<file path="config.mk">
export PLATFORM = sky130hd
export DESIGN_NAME = msk_column_buffer
export DESIGN_NICKNAME = d
export VERILOG_FILES = /design/src/rtl/msk_colbuf_pkg.sv /design/src/rtl/MSKmux.sv /design/src/rtl/msk_colbuf_ctrl.sv /design/src/rtl/msk_column_buffer.sv
export SDC_FILE = /design/constraint.sdc
export NUM_CORES = 1
export LEC_CHECK = 0
export ABC_AREA = 1
export CELL_PAD_IN_SITES_DETAIL_PLACEMENT = 1
export CELL_PAD_IN_SITES_GLOBAL_PLACEMENT = 1
export CORE_MARGIN = 5
export CORE_UTILIZATION = 30
export CTS_CLUSTER_DIAMETER = 150
export DETAILED_ROUTE_END_ITERATION = 7
export GPL_TIMING_DRIVEN = 0
export PLACE_DENSITY = 0.56
export SLEW_MARGIN = 10
export SYNTH_ARGS = -nofsm -noshare
export SYNTH_HDL_FRONTEND = slang
export SYNTH_SLANG_ARGS = --single-unit
</file>
<file path="constraint.sdc">
create_clock -name clk -period 27 [get_ports clk]
set_clock_uncertainty 0.2 [all_clocks]
set_input_delay 5.4 -clock clk [delete_from_list [all_inputs] [get_ports clk]]
set_output_delay 5.4 -clock clk [all_outputs]
set_load 0.01 [all_outputs]
</file>
<file path="src/rtl/msk_colbuf_pkg.sv">
// Shared types and constants for the masked column buffer.
// Share layout helper: bit j, share i of a column sits at index j*d+i.
package msk_colbuf_pkg;

    localparam int COLS     = 4;
    localparam int COL_BITS = 32;

    typedef enum logic [1:0] {
        ST_EMPTY = 2'd0,
        ST_FILL  = 2'd1,
        ST_FULL  = 2'd2,
        ST_DRAIN = 2'd3
    } colbuf_state_t;

    function automatic int share_idx(input int j, input int i, input int d);
        return j * d + i;
    endfunction

endpackage

</file>
<file path="src/rtl/MSKmux.sv">
// Masked multiplexer gadget: share-wise select driven by a non-sensitive control bit.
// Shares are routed independently, never combined with each other.
module MSKmux #(
    parameter int d     = 2,
    parameter int count = 1
) (
    input  logic                 sel,
    input  logic [count*d-1:0]   in_true,
    input  logic [count*d-1:0]   in_false,
    output logic [count*d-1:0]   out
);

    assign out = sel ? in_true : in_false;

endmodule

</file>
<file path="src/rtl/msk_colbuf_ctrl.sv">
// Control FSM for msk_column_buffer: state, 2-bit column counter and register selects.
// MSK_COLBUF_CLEAR_EN adds a clear select (reset, flush, final drain handshake).
module msk_colbuf_ctrl
    import msk_colbuf_pkg::*;
(
    input  logic clk,
    input  logic rst_n,
    input  logic i_flush,
    input  logic i_in_valid,
    input  logic i_out_ready,
    input  logic i_rot,
    output logic o_in_ready,
    output logic o_out_valid,
    output logic o_busy,
    output logic o_sel_adv,
    output logic o_sel_in
`ifdef MSK_COLBUF_CLEAR_EN
    ,
    output logic o_sel_clr
`endif
);

    colbuf_state_t r_state;
    colbuf_state_t w_state_next;
    logic [1:0]    r_cnt;
    logic [1:0]    w_cnt_next;
    logic          w_adv;
    logic          w_in;

    always_ff @(posedge clk) begin
        if (!rst_n || i_flush) begin
            r_state <= ST_EMPTY;
            r_cnt   <= 2'd0;
        end else begin
            r_state <= w_state_next;
            r_cnt   <= w_cnt_next;
        end
    end

    // w_adv shifts every register along the chain; w_in picks in_col over c0 for c3.
    always_comb begin
        w_state_next = r_state;
        w_cnt_next   = r_cnt;
        w_adv        = 1'b0;
        w_in         = 1'b0;
        case (r_state)
            ST_EMPTY: begin
                if (i_in_valid) begin
                    w_state_next = ST_FILL;
                    w_cnt_next   = 2'd1;
                    w_adv        = 1'b1;
                    w_in         = 1'b1;
                end
            end
            ST_FILL: begin
                if (i_in_valid) begin
                    w_adv      = 1'b1;
                    w_in       = 1'b1;
                    w_cnt_next = r_cnt + 2'd1;
                    if (r_cnt == 2'd3) begin
                        w_state_next = ST_FULL;
                        w_cnt_next   = 2'd0;
                    end
                end
            end
            ST_FULL: begin
                if (i_out_ready) begin
                    w_state_next = ST_DRAIN;
                    w_cnt_next   = 2'd1;
                    w_adv        = 1'b1;
                end else if (i_rot) begin
                    w_adv = 1'b1;
                end
            end
            ST_DRAIN: begin
                if (i_out_ready) begin
                    w_adv      = 1'b1;
                    w_cnt_next = r_cnt + 2'd1;
                    if (r_cnt == 2'd3) begin
                        w_state_next = ST_EMPTY;
                        w_cnt_next   = 2'd0;
                    end
                end
            end
            default: begin
                w_state_next = ST_EMPTY;
                w_cnt_next   = 2'd0;
            end
        endcase
    end

    assign o_sel_adv   = w_adv & rst_n & ~i_flush;
    assign o_sel_in    = w_in;
    assign o_in_ready  = (r_state == ST_EMPTY) || (r_state == ST_FILL);
    assign o_out_valid = (r_state == ST_FULL) || (r_state == ST_DRAIN);
    assign o_busy      = (r_state != ST_EMPTY);

`ifdef MSK_COLBUF_CLEAR_EN
    assign o_sel_clr = ~rst_n | i_flush |
                       ((r_state == ST_DRAIN) && (r_cnt == 2'd3) && i_out_ready);
`endif

endmodule

</file>
<file path="src/rtl/msk_column_buffer.sv">
// Masked 4-column state buffer: loads columns serially, optionally rotates, replays c0 first.
// Optional MSK_COLBUF_CLEAR_EN zeroes all shares on reset, flush and the final drain.
module msk_column_buffer
    import msk_colbuf_pkg::*;
#(
    parameter int d    = 2,
    parameter int COLS = 4
) (
    input  logic                  clk,
    input  logic                  rst_n,
    input  logic                  flush,
    input  logic [COL_BITS*d-1:0] in_col,
    input  logic                  in_valid,
    output logic                  in_ready,
    input  logic                  rot,
    output logic [COL_BITS*d-1:0] out_col,
    output logic                  out_valid,
    input  logic                  out_ready,
    output logic                  busy
);

    localparam int W = COL_BITS * d;

    logic w_sel_adv;
    logic w_sel_in;
`ifdef MSK_COLBUF_CLEAR_EN
    logic         w_sel_clr;
    logic [W-1:0] w_zero;
    assign w_zero = '0;
`endif

    msk_colbuf_ctrl u_ctrl (
        .clk         (clk),
        .rst_n       (rst_n),
        .i_flush     (flush),
        .i_in_valid  (in_valid),
        .i_out_ready (out_ready),
        .i_rot       (rot),
        .o_in_ready  (in_ready),
        .o_out_valid (out_valid),
        .o_busy      (busy),
        .o_sel_adv   (w_sel_adv),
        .o_sel_in    (w_sel_in)
`ifdef MSK_COLBUF_CLEAR_EN
        ,
        .o_sel_clr   (w_sel_clr)
`endif
    );

    // Loading, rotation and draining all move ck <= c(k+1); only c3's source differs.
    genvar gi;
    generate
        for (gi = 0; gi < msk_colbuf_pkg::COLS; gi++) begin : g_col
            logic [W-1:0] r_c;
            logic [W-1:0] w_src;
            logic [W-1:0] w_adv;
            logic [W-1:0] w_next;

            if (gi == msk_colbuf_pkg::COLS - 1) begin : g_tail
                MSKmux #(.d(d), .count(COL_BITS)) u_src_mux (
                    .sel      (w_sel_in),
                    .in_true  (in_col),
                    .in_false (g_col[0].r_c),
                    .out      (w_src)
                );
            end else begin : g_body
                assign w_src = g_col[gi+1].r_c;
            end

            MSKmux #(.d(d), .count(COL_BITS)) u_adv_mux (
                .sel      (w_sel_adv),
                .in_true  (w_src),
                .in_false (r_c),
                .out      (w_adv)
            );

`ifdef MSK_COLBUF_CLEAR_EN
            MSKmux #(.d(d), .count(COL_BITS)) u_clr_mux (
                .sel      (w_sel_clr),
                .in_true  (w_zero),
                .in_false (w_adv),
                .out      (w_next)
            );
`else
            assign w_next = w_adv;
`endif

            always_ff @(posedge clk) begin
                r_c <= w_next;
            end
        end
    endgenerate

    assign out_col = g_col[0].r_c;

    a_cols_fixed: assert property (@(posedge clk) COLS == msk_colbuf_pkg::COLS);

    a_out_stable: assert property (@(posedge clk) disable iff (!rst_n)
        (out_valid && !out_ready && !rot && !flush) |=> $stable(out_col));

endmodule
</file>
After elaboration in Yosys (flattened, before gate mapping)
Index checks and enable logic that the tools add are counted.
Widths: inputs -> output; s select.
{"block": "op_classes", "add_sub_neg": 1, "n_eq_ne": 10, "muxes": 19, "bitwise": 3, "reduce_logical": 9}
{"operator": "$mux 64", "count": 1}
{"operator": "$mux 2", "count": 10}
{"operator": "$pmux 2 s4", "count": 2}
{"operator": "$ne 2x2->1 const B", "count": 4}
{"operator": "$eq 2x2->1 const B", "count": 3}
{"operator": "$reduce_and 6->1", "count": 1}
{"operator": "$mux 1", "count": 5}
{"operator": "$ne 2x1->1 const B", "count": 2}
{"operator": "$reduce_and 4->1", "count": 1}
{"operator": "$logic_or 1x1->1", "count": 3}
{"operator": "$pmux 1 s3", "count": 1}
{"operator": "$add 2x1->2 const B", "count": 1}
{"operator": "$and 1x1->1", "count": 2}
{"operator": "$eq 2x1->1 const B", "count": 1}
{"operator": "$logic_not 2->1", "count": 1}
{"operator": "$reduce_bool 2->1", "count": 1}
{"operator": "$reduce_or 2->1", "count": 1}
{"operator": "$logic_not 1->1", "count": 1}
{"operator": "$not 1->1", "count": 1}
{"block": "totals", "regBits": 260, "input_bits": 70, "out_inout_bits": 67}

Longest topological paths before layout
{"block": "logic_depth", "ltp_word": 5, "depth_mapped": 10}

Modules after synthesis
From an unflattened synthesis, not the netlist that was laid out.
{"block": "hier_totals", "hier_cells": 1339, "hier_area_um2": 9729.3}
{"module": "msk_column_buffer", "instances": 1, "cells_per_inst": 256, "area_each_um2": 5124.9, "seq_area_each_um2": 5124.9}
{"module": "MSKmux", "instances": 5, "cells_per_inst": 206, "area_each_um2": 844.6, "seq_area_each_um2": 0.0}
{"module": "msk_colbuf_ctrl", "instances": 1, "cells_per_inst": 53, "area_each_um2": 381.6, "seq_area_each_um2": 80.1}

Least setup slack after synthesis
No wires, ideal clock.
{"block": "synth_path", "path_kind": "input port to flip-flop", "startpoint": "input out_ready", "endpoint": "register g_col[1].r_c[0] (enable)", "arrival_time_ps": 19209, "required_ps": 25774, "setup_slack_ps": 6565, "path_stages": 2, "cell_sequence": "nand2_1 > a31oi_1"}
{"block": "synth_between", "elab_chain_cells": 4}
{"element": "from (decl)", "line_no": "msk_column_buffer.sv:18", "rtl": "input logic out_ready,"}
{"element": "$mux 1 (on tied branches)", "line_no": "msk_colbuf_ctrl.sv:76, msk_colbuf_ctrl.sv:67"}
{"element": "$pmux 1 s3 (*)", "line_no": "msk_colbuf_ctrl.sv:46", "rtl": "case (r_state)"}
{"element": "$and 1x1->1 (*) (2 in a row)", "line_no": "msk_colbuf_ctrl.sv:92", "rtl": "assign o_sel_adv = w_adv & rst_n & ~i_flush;"}
{"element": "named net g_col[0].u_adv_mux.sel", "line_no": "MSKmux.sv:7", "rtl": "input logic sel,"}
{"element": "to (signal assigned)", "line_no": "msk_column_buffer.sv:89", "rtl": "r_c <= w_next;"}
{"element": "to (decl)", "line_no": "msk_column_buffer.sv:54", "rtl": "logic [W-1:0] r_c;"}
Mark *: on every way through the listed nets, which the timed path passes. The rest lies on a longest branch.
A chain may end at the register's enable or synchronous reset.

Worst setup path after layout
{"block": "layout_path", "startpoint": "input in_valid", "endpoint": "register g_col[0].r_c[11] (netlist: out_col[11]) (enable)"}
{"block": "layout_between", "elab_chain_cells": 4}
{"element": "from (decl)", "line_no": "msk_column_buffer.sv:13", "rtl": "input logic in_valid,"}
{"element": "$mux 1", "line_no": "msk_colbuf_ctrl.sv:48, msk_colbuf_ctrl.sv:56"}
{"element": "$pmux 1 s3", "line_no": "msk_colbuf_ctrl.sv:46"}
{"element": "$and 1x1->1 (2 in a row)", "line_no": "msk_colbuf_ctrl.sv:92"}
{"element": "named net g_col[0].u_adv_mux.sel", "line_no": "MSKmux.sv:7"}
{"element": "to (signal assigned)", "line_no": "msk_column_buffer.sv:89"}
{"element": "to (decl)", "line_no": "msk_column_buffer.sv:54"}
The timed path passes the listed nets, and every way through them passes these cells.

==> impl_metrics.py <==
metrics = {
    "timing": {
        "worst_pin_slew_ps": 388,
        "final.setup.worst_slack_ps": 19170,
        "hold_ws_ps": 216,
        "setup_viol": 0,
        "finalHoldViolCount": 0,
        "rsz0062_at_grt": "no",
        "fin_crit_sh": 0.290,
        "fmax_mhz": 128,
        "slew_headroom": 0.741,
        "fin_setup_tns_ps": 0,
        "maxSlewViolCount": 0,
        "fin_crit_ps": 7830,
    },
    "cts": {
        "ctsHtreeMaxLevel": 1,
        "hold_buffers": 0,
        "cts_resized": 0,
        "cts_sinks": 260,
        "clk_path_buf_depth": 3,
        "post-cts-setup-buffers": 0,
        "path_clk_slew_ps": 60,
        "cts_tree": "done",
        "cts_buffers": 28,
        "root_buffer": "clkbuf_16",
        "clk_latency_ps": 520,
    },
    "global_route": {
        "overflow": 0,
        "antenna_found_initial": 1,
        "grt_pass1_vias": 5151,
        "grt_use_total": 0.105,
        "grt_first_pass_wirelength_um": 29500,
        "grt_max_degree": 27,
    },
    "synthesis": {
        "syn_inst": 520,
        "synth_common_cells": "edfxtp_1 (256), nand2_1 (138), nand3_2 (56)",
        "yosys_register_bits": 260,
        "yosysMostFrequentCell": "edfxtp_1",
        "yosys.cell_types.count": 22,
        "synth_area_mm2": 0.00940,
        "yosys.area.top_type": "edfxtp_1",
        "syn_nets": 596,
        "yosysTopAreaCellShare": 0.818,
        "ys_seq_area_frac": 0.827,
        "synth_edf_count": 256,
        "synth_ff_type": "edfxtp_1",
        "synthTopCellsByArea": "edfxtp_1 (82%), nand3_2 (6.0%), nand2_1 (5.5%)",
        "yosys_warnings": 0,
        "synth_area_per_cell_um2": 18.1,
        "async_flop_share": 0,
    },
    "worst_setup_path": {
        "r2r_slack_ps": 24050,
        "timing.rr.start": "u_ctrl.r_state[0]$_SDFFE_PP0P_",
        "crit_path_max_fanout": 26,
        "reg2reg_to": "out_col[11]$_DFFE_PP_",
        "cp.required_ps": 27030,
        "cp_slowest_cell": "clkdlybuf4s50_1",
        "crit_family": "buffers and inverters",
        "cp-end-kind": "flip-flop",
        "path_class": "input pin to flip-flop",
        "worstSetupStartpointType": "input pin",
        "path_cells": "clkdlybuf4s50_1 > buf_12 > o21ai_1 > a31oi_4 > buf_16 > buf_12 > buf_16 > buf_12 > buf_16",
        "max_stage_delay_ps": 680,
        "arrival_ps": 7870,
        "critPathBufInv": 7,
        "r2r_cells": 9,
    },
    "hold_path": {
        "hp-class": "flip-flop to flip-flop",
        "worstHoldStart": "g_col[2].w_src[27]$_DFFE_PP_",
        "min_path_cells": 0,
        "holdPathEnd": "g_col[1].w_src[27]$_DFFE_PP_",
    },
    "drt": {
        "drt_iter0_drc": 216,
        "via_per_inst": 4.27,
        "drc": 0,
        "dr.pass1.iters": 4,
        "ant_nets": 0,
        "finalWirelength_um": 18800,
        "vias": 4759,
        "wl_per_cell_um": 16.9,
    },
    "layout": {
        "fin_area_mm2": 0.0125,
        "drive_gt1_frac": 0.187,
        "final_nets": 773,
        "fin_cells": 1114,
        "areaGrowthSynthToFinish_pct": 32.5,
        "fillers": 3084,
        "antenna_cells": 0,
    },
    "die": {
        "ioPinCount": 137,
        "initial_utilization": 0.306,
        "die_x_um": 187,
        "core_mm2": 0.0307,
        "die-area_mm2": 0.0350,
        "fp.dieH_um": 187,
        "rows": 64,
    },
    "power": {
        "powerDensity_mw_per_mm2": 73.9,
        "irDropWorstVdd_mv": 0.0444,
        "power.leakage_uw": 0.00442,
    },
    "placed_design": {
        "io_buffer_count": 136,
        "hpwl_um": 12700,
        "gp_congestion": 0.705,
        "pre_cts_ws_ps": 18580,
        "dpl_cell_area_mm2": 0.0115,
        "dp.cells": 1063,
    },
    "status": {
        "status": "finished, final reports clean",
    },
    "job": {
        "cap_viol_max_count": 0,
    },
}
[cells by family after synthesis]
logic type | share of synthesized area
buffers and inverters | 0.0338
adder cells (fa/ha/maj) | 0.00799
AND/OR/NAND/NOR | 0.127
flip-flops | 0.827
AO/OA/AOI/OAI | 0.00439
[metrics by stage]
| step | total power, uW | util |
|---|---|---|
| after floorplan | 528 | - |
| after global placement | 564 | 0.366 |
| after detailed placement | 558 | 0.376 |
| after CTS | 938 | 0.405 |
| after global routing | 962 | 0.405 |
| final | 920 | 0.405 |
[sequential cells by signal, indices dropped and copies added (netlist names)]
register,flops
out_col,64
u_ctrl.r_cnt,2
u_ctrl.r_state,2
g_col.w_src,192
[per-layer routing]
metal / vias to the layer above / GRT usage / share of wire
li1: 2248 / - / -
met1: 2353 / 0.145 / 0.46
met2: 127 / 0.168 / 0.47
met3: 29 / 0.0293 / 0.062
met4: 2 / 0.0233 / 0.015
met5: - / 0 / 0.00069
[layout make-up]
| type | instances | area (um2) | area share |
|---|---|---|---|
| Sequential cell | 260 | 7770 | 0.624 |
| Timing Repair Buffer | 147 | 1640 | 0.132 |
| Multi-Input combinational cell | 230 | 1330 | 0.107 |
| Clock buffer | 39 | 763 | 0.0613 |
| Tap cell | 396 | 495 | 0.0398 |
| Buffer | 20 | 280 | 0.0225 |
| Clock inverter | 12 | 140 | 0.0113 |
| Inverter | 10 | 37.5 | 0.00301 |
[power by group]
group	total [uW]	switching (uW)	internal (uW)
Clock	372	147	225
Combinational	78.7	42.3	36.5
Sequential	469	5.47	464
[cell usage in the layout, fill, tap and decap left out, types with 3 or more instances in the layout]
| cell type | count |
|---|---|
| inv_1 | 6 |
| nand2_1 | 138 |
| buf_12 | 14 |
| clkbuf_16 | 29 |
| buf_2 | 6 |
| bufinv_16 | 3 |
| clkinv_2 | 3 |
| edfxtp_1 | 256 |
| ha_1 | 6 |
| buf_16 | 8 |
| nor2_1 | 8 |
| clkinv_1 | 3 |
| inv_2 | 4 |
| dfxtp_1 | 4 |
| nand3_1 | 9 |
| clkdlybuf4s50_1 | 136 |
| nand3_2 | 56 |
| clkbuf_1 | 10 |
| o21ai_1 | 3 |
[worst max path at each step]
stage | cells after the start | to | start
5_1_grt | 9 | out_col[11]$_DFFE_PP_ | in_valid
3_5_place_dp | 9 | g_col[0].w_src[16]$_DFFE_PP_ | in_valid
2_1_floorplan | 2 | g_col[0].w_src[0]$_DFFE_PP_ | out_ready
6_report | 9 | out_col[11]$_DFFE_PP_ | in_valid
3_3_place_gp | 3 | out_col[11]$_DFFE_PP_ | out_ready
4_1_cts | 9 | out_col[11]$_DFFE_PP_ | in_valid
Power figures use the tool's default switching activity.
